[config.mk]
export PLATFORM = sky130hd
export DESIGN_NAME = dsp_mac_pipe
export DESIGN_NICKNAME = d
export VERILOG_FILES = /design/src/rtl/dsp_mac_pkg.sv /design/src/rtl/dsp_mac_addsat.sv /design/src/rtl/dsp_mac_pipe.sv
export SDC_FILE = /design/constraint.sdc
export NUM_CORES = 1
export LEC_CHECK = 0
export ABC_CLOCK_PERIOD_IN_PS = 12200
export CAP_MARGIN = 5
export CELL_PAD_IN_SITES_DETAIL_PLACEMENT = 0
export CELL_PAD_IN_SITES_GLOBAL_PLACEMENT = 1
export CORE_ASPECT_RATIO = 1.75
export CORE_MARGIN = 1
export CORE_UTILIZATION = 40
export DETAILED_ROUTE_END_ITERATION = 10
export PLACE_DENSITY = 0.79
export SYNTH_ARGS = -nofsm -noshare
export SYNTH_HDL_FRONTEND = slang
export SYNTH_HIERARCHICAL = 1
export SYNTH_SLANG_ARGS = --single-unit
[constraint.sdc]
create_clock -name UserCLK -period 12.2 [get_ports UserCLK]
set_input_delay 2.44 -clock UserCLK [delete_from_list [all_inputs] [get_ports UserCLK]]
set_output_delay 2.44 -clock UserCLK [all_outputs]
set_load 0.02 [all_outputs]
[src/rtl/dsp_mac_pkg.sv]
// Shared constants and the ConfigBits view for the dsp_mac_pipe slice.
package dsp_mac_pkg;

  localparam int unsigned NCFG = 4;

  localparam int unsigned CFG_SIGNED  = 0;
  localparam int unsigned CFG_ACC_EN  = 1;
  localparam int unsigned CFG_IN_REG  = 2;
  localparam int unsigned CFG_ADD_SRC = 3;

  localparam int unsigned A_W_DEF   = 8;
  localparam int unsigned B_W_DEF   = 8;
  localparam int unsigned ACC_W_DEF = 20;

  // Field order mirrors ConfigBits[3:0] so a plain cast decodes it.
  typedef struct packed {
    logic add_src;
    logic in_reg;
    logic acc_en;
    logic is_signed;
  } cfg_t;

endpackage

[src/rtl/dsp_mac_addsat.sv]
// ACC_W-bit adder with signed/unsigned overflow detection.
// With DSP_MAC_SAT_EN defined the sum clamps on overflow, otherwise it wraps.
module dsp_mac_addsat #(
  parameter int unsigned ACC_W = 20
) (
  input  logic [ACC_W-1:0] a_i,
  input  logic [ACC_W-1:0] b_i,
  input  logic             signed_i,
  output logic [ACC_W-1:0] sum_o_c,
  output logic             ovf_o_c
);

  localparam int unsigned MSB = ACC_W - 1;

  logic [ACC_W:0] raw;

  always_comb begin
    raw     = {1'b0, a_i} + {1'b0, b_i};
    ovf_o_c = 1'b0;
    sum_o_c = raw[ACC_W-1:0];
    if (signed_i) begin
      ovf_o_c = (a_i[MSB] == b_i[MSB]) && (raw[MSB] != a_i[MSB]);
    end else begin
      ovf_o_c = raw[ACC_W];
    end
`ifdef DSP_MAC_SAT_EN
    // Signed overflow only happens with equal operand signs, so a_i's sign picks the rail.
    if (ovf_o_c) begin
      if (!signed_i) begin
        sum_o_c = '1;
      end else if (a_i[MSB]) begin
        sum_o_c = {1'b1, {(ACC_W-1){1'b0}}};
      end else begin
        sum_o_c = {1'b0, {(ACC_W-1){1'b1}}};
      end
    end
`endif
  end

endmodule

[src/rtl/dsp_mac_pipe.sv]
// Pipelined multiply-accumulate tile: optional input reg, product reg, accumulator.
// Optional saturation on accumulator overflow via macro DSP_MAC_SAT_EN.
module dsp_mac_pipe
  import dsp_mac_pkg::*;
#(
  parameter int unsigned A_W   = A_W_DEF,
  parameter int unsigned B_W   = B_W_DEF,
  parameter int unsigned ACC_W = ACC_W_DEF
) (
  input  logic              UserCLK,
  input  logic              RESETn,
  input  logic [NCFG-1:0]   ConfigBits,
  input  logic              CE,
  input  logic              CLR,
  input  logic              IN_VALID,
  input  logic [A_W-1:0]    A,
  input  logic [B_W-1:0]    B,
  input  logic [ACC_W-1:0]  C,
  input  logic [ACC_W-1:0]  CASC_IN,
  output logic [ACC_W-1:0]  Q,
  output logic [ACC_W-1:0]  CASC_OUT,
  output logic              OUT_VALID,
  output logic              OVF
);

  localparam int unsigned PW = A_W + B_W + 2;

  cfg_t cfg;
  assign cfg = cfg_t'(ConfigBits);

  logic [A_W-1:0]          a0_q;
  logic [B_W-1:0]          b0_q;
  logic                    v0_q;
  logic [A_W-1:0]          a_s1;
  logic [B_W-1:0]          b_s1;
  logic                    v_s1;
  logic signed [A_W:0]     a_ext;
  logic signed [B_W:0]     b_ext;
  logic signed [PW-1:0]    prod_full;
  logic [ACC_W-1:0]        prod_d;
  logic [ACC_W-1:0]        prod_q;
  logic                    v1_q;
  logic [ACC_W-1:0]        addend;
  logic [ACC_W-1:0]        fb;
  logic [ACC_W-1:0]        sum;
  logic                    sum_ovf;
  logic [ACC_W-1:0]        acc_d;
  logic [ACC_W-1:0]        acc_q;
  logic                    ovf_d;
  logic                    ovf_q;
  logic                    oval_d;
  logic                    oval_q;

  // S0: optional input register.
  always_ff @(posedge UserCLK or negedge RESETn) begin
    if (!RESETn) begin
      a0_q <= '0;
      b0_q <= '0;
      v0_q <= 1'b0;
    end else if (CE) begin
      a0_q <= A;
      b0_q <= B;
      v0_q <= IN_VALID;
    end
  end

  assign a_s1 = cfg.in_reg ? a0_q : A;
  assign b_s1 = cfg.in_reg ? b0_q : B;
  assign v_s1 = cfg.in_reg ? v0_q : IN_VALID;

  // One extra bit per operand makes a single signed multiply cover both modes.
  always_comb begin
    a_ext     = cfg.is_signed ? {a_s1[A_W-1], a_s1} : {1'b0, a_s1};
    b_ext     = cfg.is_signed ? {b_s1[B_W-1], b_s1} : {1'b0, b_s1};
    prod_full = PW'(a_ext) * PW'(b_ext);
    prod_d    = ACC_W'({{ACC_W{prod_full[PW-1]}}, prod_full});
  end

  // S1: product register.
  always_ff @(posedge UserCLK or negedge RESETn) begin
    if (!RESETn) begin
      prod_q <= '0;
      v1_q   <= 1'b0;
    end else if (CE) begin
      prod_q <= prod_d;
      v1_q   <= v_s1;
    end
  end

  always_comb begin
    addend = cfg.add_src ? CASC_IN : C;
    fb     = cfg.acc_en ? acc_q : addend;
    if (CLR && cfg.acc_en) begin
      fb = '0;
    end
  end

  dsp_mac_addsat #(
    .ACC_W (ACC_W)
  ) u_addsat (
    .a_i      (fb),
    .b_i      (prod_q),
    .signed_i (cfg.is_signed),
    .sum_o_c  (sum),
    .ovf_o_c  (sum_ovf)
  );

  // S2 next state: valid update, standalone clear, or hold.
  always_comb begin
    acc_d  = acc_q;
    ovf_d  = ovf_q;
    oval_d = 1'b0;
    if (CE) begin
      if (v1_q) begin
        acc_d  = sum;
        ovf_d  = (ovf_q & ~CLR) | sum_ovf;
        oval_d = 1'b1;
      end else if (CLR) begin
        acc_d = '0;
        ovf_d = 1'b0;
      end
    end
  end

  always_ff @(posedge UserCLK or negedge RESETn) begin
    if (!RESETn) begin
      acc_q  <= '0;
      ovf_q  <= 1'b0;
      oval_q <= 1'b0;
    end else begin
      acc_q  <= acc_d;
      ovf_q  <= ovf_d;
      oval_q <= oval_d;
    end
  end

  assign Q         = acc_q;
  assign CASC_OUT  = acc_q;
  assign OUT_VALID = oval_q;
  assign OVF       = ovf_q;

endmodule
# == Yosys cells after proc, flatten, opt, wreduce, memory -nomap -nowiden ==
# Index checks and enable logic that the tools add are counted.
# op_classes
n_mux,15
n_reduce_logical,4
eq_ne,2
bitwise_logic,3
n_addsub,1
n_mul,1
# ops
cell,n
2-to-1 mux 20 bit,5
adder 20 x 20 -> 21 bit,1
multiplier 9 x 9 -> 18 bit,1
2-to-1 mux 9 bit,2
2-to-1 mux 8 bit,2
2-to-1 mux 1 bit,6
logical AND 1 bit,2
AND reduction 2 bit,1
nonzero test 2 bit,1
AND 1 bit,1
== test 1 bit,1
!= test 1 bit,1
inverter 1 bit,1
OR 1 bit,1
# totals
elab_cells,34
in_bits,65
output_inout_bits,42
ff_bits,58

# == Logic depth before layout (Yosys ltp) ==
# Gate-level depths: netlist of the first run.
# depth
depth_word,9
ltp_mapped,21

# == Cells and area by module ==
# Netlist of the first run, hierarchy kept.
# by_module_without_submodules
module,n_inst,cells_per_inst,area_each_um2
dsp_mac_pipe,1,586,5880.6
dsp_mac_addsat,1,131,994.7

# == Least setup slack after synthesis of the first run ==
# OpenSTA, ideal clock, no wires.
# synth_timing
path_type,input-to-reg
start,in ConfigBits[2]
end,reg prod_q[15]
n_path_buf,2
setup_time_ns,0.125
arrival_time_ns,7.293
setup_slack_ns,4.782
path_stages,19
cell_sequence,buf_2 mux2_2 and2_1 clkbuf_1 nand2_1 fa_1 inv_1 fa_1 fa_1 inv_1 fa_1 inv_1 ha_1 ha_1 a2111o_1 o21ai_2 o21ai_1 xnor2_1 mux2_2
# synth_between
elab_chain_cells,3
elab_cells_between_ends,5
classes_between,mul (1); mux (4)
# synth_lines
item,line,text
start: declaration,dsp_mac_pipe.sv:12,"input logic [NCFG-1:0] ConfigBits,"
"2-to-1 mux 8 bit, on equally long branches","dsp_mac_pipe.sv:67, dsp_mac_pipe.sv:68",
"2-to-1 mux 9 bit, on equally long branches","dsp_mac_pipe.sv:73, dsp_mac_pipe.sv:74",
multiplier 9 x 9 -> 18 bit (*),dsp_mac_pipe.sv:75,prod_full = PW'(a_ext) * PW'(b_ext);
end signal: assignment,dsp_mac_pipe.sv:85,prod_q <= prod_d;
end: declaration,dsp_mac_pipe.sv:41,logic [ACC_W-1:0] prod_q;
# Every way passes the cells marked *; elsewhere a longest branch is shown, timed or not.
# A chain may end at the register's enable or synchronous reset.

# == Final worst setup path of the first run ==
# Ends and elaborated chain as after synthesis.

==> results of run 1 <==
## sequential cells by signal, indices dropped and copies added, names as in the netlist
| signal | cells |
|---|---|
| CASC_OUT | 20 |
| OUT_VALID | 1 |
| OVF | 1 |
| a0_q | 8 |
| b0_q | 8 |
| prod_q | 18 |
| v0_q | 1 |
| v1_q | 1 |
## cells in the mapped netlist (2+ instances only)
library cell,number,area share [%]
a22o_1,21,2.7
nor2_1,47,2.6
xor2_1,11,1.4
ha_1,58,11
dfrtp_1,58,21
o21ai_1,5,0.36
nand2_1,79,4.3
and2_1,7,0.64
nand2b_1,2,0.18
nor2b_1,3,0.27
mux2_2,41,6.7
nor3_1,3,0.22
a211o_1,2,0.25
a31oi_1,3,0.27
o21bai_1,4,0.44
nand4_1,3,0.27
a21oi_1,28,2.0
inv_1,96,5.2
o21ai_2,2,0.25
mux2i_1,34,5.0
o21a_1,3,0.33
fa_1,70,20
buf_2,7,0.51
or2_2,2,0.18
a211oi_2,2,0.36
buf_4,20,2.2
o21ai_0,33,2.4
nand3_1,3,0.22
xnor2_1,26,3.3
a21o_1,6,0.66
clkbuf_1,11,0.60
a211oi_1,3,0.33
## placed cells by master, fill, tap and decap left out, types with 28 or more instances in the layout
cell	synthesis	final
ha_1	58	58
inv_1	96	96
dfrtp_1	58	58
nand2_1	79	79
mux2i_1	34	34
a21oi_1	28	28
mux2_2	41	41
nor2_1	47	47
o21ai_0	33	32
fa_1	70	70
clkdlybuf4s50_1	0	104
## per-layer routing
layer  global-route usage [%]  part of all wire, %  up-vias
met5                        0                    0        -
met2                     40.7                   57      139
met1                     20.7                   36     2649
li1                         -                    -     2544
met3                     2.27                  3.6       39
met4                     8.57                  3.4        0
## worst reg2reg max path, delay by kind of cell (launching register included)
kind	cells	cell delay, ns
fa+ha+maj	6	2.72
xor+xnor	1	0.13
flops	1	0.38
buf+inv	3	0.15
compound gates	4	0.68
mux	2	0.85
simple gates	2	0.38
## cell families (layout without fill, tap and decap cells)
| family | count (synthesis) | count (layout) | share of synthesized area [%] |
|---|---|---|---|
| buf+inv | 137 | 227 | 8.72 |
| mux | 76 | 76 | 11.9 |
| flops | 58 | 58 | 21.1 |
| compound gates | 130 | 130 | 13.6 |
| xor+xnor | 37 | 37 | 4.71 |
| simple gates | 151 | 151 | 9.04 |
| fa+ha+maj | 128 | 128 | 30.9 |
## area by class of cell
class | count | area (sq um)
Sequential cell | 58 | 1450
Inverter | 97 | 364
Clock inverter | 6 | 42.5
Fill cell | 1629 | 8560
Tap cell | 227 | 284
Timing Repair Buffer | 114 | 1110
Clock buffer | 10 | 229
Multi-Input combinational cell | 522 | 4820
## power groups by stage
stage / registers [W] / clock network (W) / logic, W
floorplan: 0.000343 / 0 / 0.00124
global placement: 0.000319 / 0 / 0.00159
detailed placement: 0.000322 / 0 / 0.00165
CTS: 0.000319 / 0.000245 / 0.00166
global route: 0.000330 / 0.000253 / 0.00184
finish: 0.000317 / 0.000237 / 0.00165
## metrics by stage
step | total power [W] | setup slack, ns | cells
CTS | 0.00222 | 4.11 | 1034
global placement | 0.00191 | 3.90 | 1018
global route | 0.00242 | 3.82 | 1034
floorplan | 0.00158 | 4.78 | 717
detailed placement | 0.00197 | 3.75 | 1018
finish | 0.00220 | 4.13 | 1034
## worst paths after layout
kind                               start          end  slack (ns)  cells past startpoint
min reg2reg                    prod_q[9]    prod_q[9]        0.49                      1
max                        ConfigBits[2]   prod_q[15]        4.13                     20
min                            prod_q[9]    prod_q[9]        0.49                      1
min in group asynchronous         RESETn  CASC_OUT[2]        2.28                      2
max reg2reg                      b0_q[7]   prod_q[15]        6.80                     18
max in group asynchronous         RESETn         v1_q        9.39                      2
==> impl_metrics.ini, run 1 <==
[floorplan]
die-area_sq_mm = 0.0177
die_x_microns = 101
initial_utilization_pct = 40.8
row_count = 63
num_io_pins = 107
fp.coreArea_sq_mm = 0.0169
die_h_microns = 175

[timing]
period_needed_ns = 8.07
hold_violations = 0
worstMarginPinSlew_ns = 0.900
rsz0062_at_grt = false
skew_ns = 0.0104
timing.hold.ws_ns = 0.487
drv_slew = 0
slew_headroom_pct = 40.0
period_share_pct = 66.2
finalSetupViolCount = 0
fmax_mhz = 124
fin_setup_tns_ns = 0

[global_routing]
overflow = 0
antenna_found_initial = 0
grt_pass1_vias = 5774
track_usage_pct = 20.4
grt_pass1_wl_microns = 27800
grt_max_degree = 59

[power]
swShare_pct = 46.8
intPower_w = 0.00117
power_leakage_nw = 3.92
combPwrFrac_pct = 74.8
p_per_area_mw_per_mm2 = 265
vdd_drop_max_v = 0.000106
p_clk_share_pct = 10.8
switching_power_w = 0.00103
p_seq_share_pct = 14.4

[final_layout]
fin_area_sq_mm = 0.00831
final_layout_size_suffix_gt1_share_pct = 10.4
final_nets = 995
final_core_util_pct = 49.2
diodes = 0
area_delta_synth_final_pct = 20.8

[setup_path]
critPathBufInv = 5
required_ns = 12.41
critPathTopFamily = adder cells
worstSetupStartpointType = input port
cp_max_fo = 26
crit_chain = clkdlybuf4s50_1, buf_4, mux2i_1, nor2b_1, nand2_1, fa_1, fa_1, inv_1, fa_1, fa_1, inv_1, fa_1, inv_1, ha_1, o21a_1, o31a_2, o21ai_2, o21ai_1, xnor2_1, mux2_2
crit_top_cell = fa_1
arrival_ns = 8.28
path_class = in -> reg
worst_setup_path_end_kind = register
critPathSlowestCell = mux2i_1
cp_slowest_stage_delay_ns = 0.69

[clock_tree]
cts_buffer_depth = 2
cts_setup_buffers = 0
cts_resized = 0
ctsHoldBuffers = 0
htree_levels = 3
clock-sinks = 58
cts_buffers = 9
cts_tree = done
path_clk_slew_ns = 0.05
root_buffer = clkbuf_16
worstSkewPairLatency_ns = 0.33

[yosys]
ys_warn_count = 6
yosysSeqAreaShare_pct = 21.1
syn_nets = 910
ys_types = 56
async_flop_share_pct = 100
synth_area_sq_mm = 0.00688
syn_inst = 717
synth_edf_count = 0
yosys_register_bits = 58
ys.flop_type = dfrtp_1
avgSynthCellArea_sq_um = 9.59

[placement]
dpl.hpwl_microns = 14300
gp_congestion = 0.949
placed_area_sq_mm = 0.00804
portBuffers = 106

[routing]
drc_errors = 0
viasPerCell = 5.19
ant_nets = 0
routed_wl_microns = 17300
num_vias = 5371
wl_per_cell_microns = 16.7
drt_iter0_drc = 151
first_pass_iters = 4

[worst_hold_path]
min-delay-path-class = reg -> reg

[flow_run]
maxCapViolCount = 0

[run_status]
status = finished clean
Power figures use the tool's default switching activity.
==> run 2: changes to the inputs <==
ABC_CLOCK_PERIOD_IN_PS = 6700   (was 12200)
CORE_UTILIZATION = 39   (was 40)
PLACE_DENSITY = 0.8   (was 0.79)
clock period = 6.7 ns   (was 12.2 ns; I/O delays follow)
==> run 2 against run 1 <==
Sequential power is 83% higher. Die area is 2.5% higher. Non-clock buffer count is 38 higher. Combinational power is 91% higher. Via count is 1.5% higher. Final area is 4.0% higher. Sequential share of layout area is 0.67 points lower. Final cell count is 3.7% higher. Setup slack worse by 3.8 ns. Critical path type unchanged. Critical endpoint is now prod_q[17]. Highest routed layer unchanged.
==> impl_metrics.ini, run 2 (synthesis gave the netlist of run 1 again) <==
[routing]
viasPerCell = 5.08
routed_wl_microns = 17000
drc_errors = 0
ant_nets = 0
drt_iter0_drc = 138
first_pass_iters = 6
num_vias = 5450
wl_per_cell_microns = 15.9

[floorplan]
die-area_sq_mm = 0.0182
num_io_pins = 107
die_x_microns = 102
fp.coreArea_sq_mm = 0.0171
initial_utilization_pct = 40.2
row_count = 63
die_h_microns = 178

[timing]
slew_headroom_pct = 39.4
period_needed_ns = 6.37
period_share_pct = 95.1
rsz0062_at_grt = false
timing.hold.ws_ns = 0.490
skew_ns = 0.00977
worstMarginPinSlew_ns = 0.908
finalSetupViolCount = 0
fmax_mhz = 157
fin_setup_tns_ns = 0
setup_slack_ns = 0.326
hold_violations = 0
drv_slew = 0

[global_routing]
overflow = 0
antenna_found_initial = 0
grt_pass1_vias = 5771
grt_max_degree = 59
grt_pass1_wl_microns = 27200
track_usage_pct = 19.5

[placement]
gp_congestion = 0.911
portBuffers = 106
dpl_worst_slack_ns = -0.0183
dpl.hpwl_microns = 14300
dp.cells = 1056

[power]
power_leakage_nw = 4.13
vdd_drop_max_v = 0.000223
p_per_area_mw_per_mm2 = 489

[setup_path]
crit_chain = clkdlybuf4s50_1, buf_4, mux2_2, and2_1, nand2_1, fa_1, inv_1, fa_1, fa_1, fa_1, inv_1, fa_1, inv_1, ha_1, o21a_1, o31a_2, o21ai_2, o31ai_2, xnor2_1, mux2_2
worst_setup_path_end_kind = register
path_class = in -> reg
critPathBufInv = 5
crit_top_cell = fa_1
arrival_ns = 6.59
critPathSlowestCell = fa_1
cp_slowest_stage_delay_ns = 0.50
worstSetupStartpointType = input port
cp_max_fo = 8
required_ns = 6.91
critPathTopFamily = adder cells

[final_layout]
final_nets = 1033
fillCellCount = 1624
final_cell_mix = clkdlybuf4s50_1 (104), inv_1 (96), nand2_1 (79)
area_delta_synth_final_pct = 25.6
final_layout_size_suffix_gt1_share_pct = 14.6
final_cells = 1072
final_common_cell = clkdlybuf4s50_1
final_core_util_pct = 50.5
largest_reg_flops = 20
diodes = 0

[clock_tree]
htree_levels = 3
cts_buffers = 9
root_buffer = clkbuf_16
ctsHoldBuffers = 0
cts_resized = 0
path_clk_slew_ns = 0.05
clock-sinks = 58
cts_tree = done
cts_setup_buffers = 0
cts_buffer_depth = 2
worstSkewPairLatency_ns = 0.33

[worst_hold_path]
min-delay-path-class = reg -> reg

[flow_run]
maxCapViolCount = 0

[run_status]
status = finished clean
-- run 2: final timing paths --
kind	slack, ns	end	cells after the start	start
worst max-delay path	0.33	prod_q[17]	20	ConfigBits[2]
worst min-delay path	0.49	prod_q[9]	1	prod_q[9]
worst max register to register	1.66	prod_q[17]	18	a0_q[7]
worst min register to register	0.49	prod_q[9]	1	prod_q[9]
max in group asynchronous	5.01	a0_q[4]	2	RESETn
min in group asynchronous	1.17	CASC_OUT[1]	2	RESETn
-- run 2: where the power goes --
part           internal [W]  leakage (nW)  switching (W)
clock              0.000318         0.159       0.000172
combinational       0.00154          3.27        0.00161
sequential         0.000481         0.702      0.0000991
-- run 2: layer usage --
layer	GRT usage (%)	vias up	wire, microns
met5	0	-	0
met4	8.93	0	584
met3	1.73	30	464
met2	39.4	121	9870
met1	18.9	2680	6080
li1	-	2619	-
-- run 2: per-stage QoR --
step           area [sq um]  total power, W
3_3_place_gp           8320         0.00367
4_1_cts                8640         0.00427
2_1_floorplan          6880         0.00288
5_1_grt                8640         0.00462
3_5_place_dp           8320         0.00375
6_report               8640         0.00422
-- run 2: layout make-up --
cell class	instances	area [sq um]	share of cell area, %
inverter	97	364	4.22
clock inverter	4	48.8	0.565
sequential	58	1450	16.8
clock buffer	12	267	3.09
multi-input combinational	522	4820	55.9
timing repair buffer	152	1400	16.2
tap	227	284	3.29
-- run 2: worst reg2reg max path: cells and delay by family, from the launching register on --
family,cells,cell delay [ns]
xor+xnor,1,0.13
flops,1,0.39
fa+ha+maj,6,2.64
simple gates,2,0.39
mux,2,0.54
compound gates,4,0.65
buf+inv,3,0.18
==> run 3: changes to the inputs <==
SETUP_SLACK_MARGIN = 0.05   (was not set)
==> results of run 3 <==
The final DEF is identical to that of run 2; final timing and power are the same.
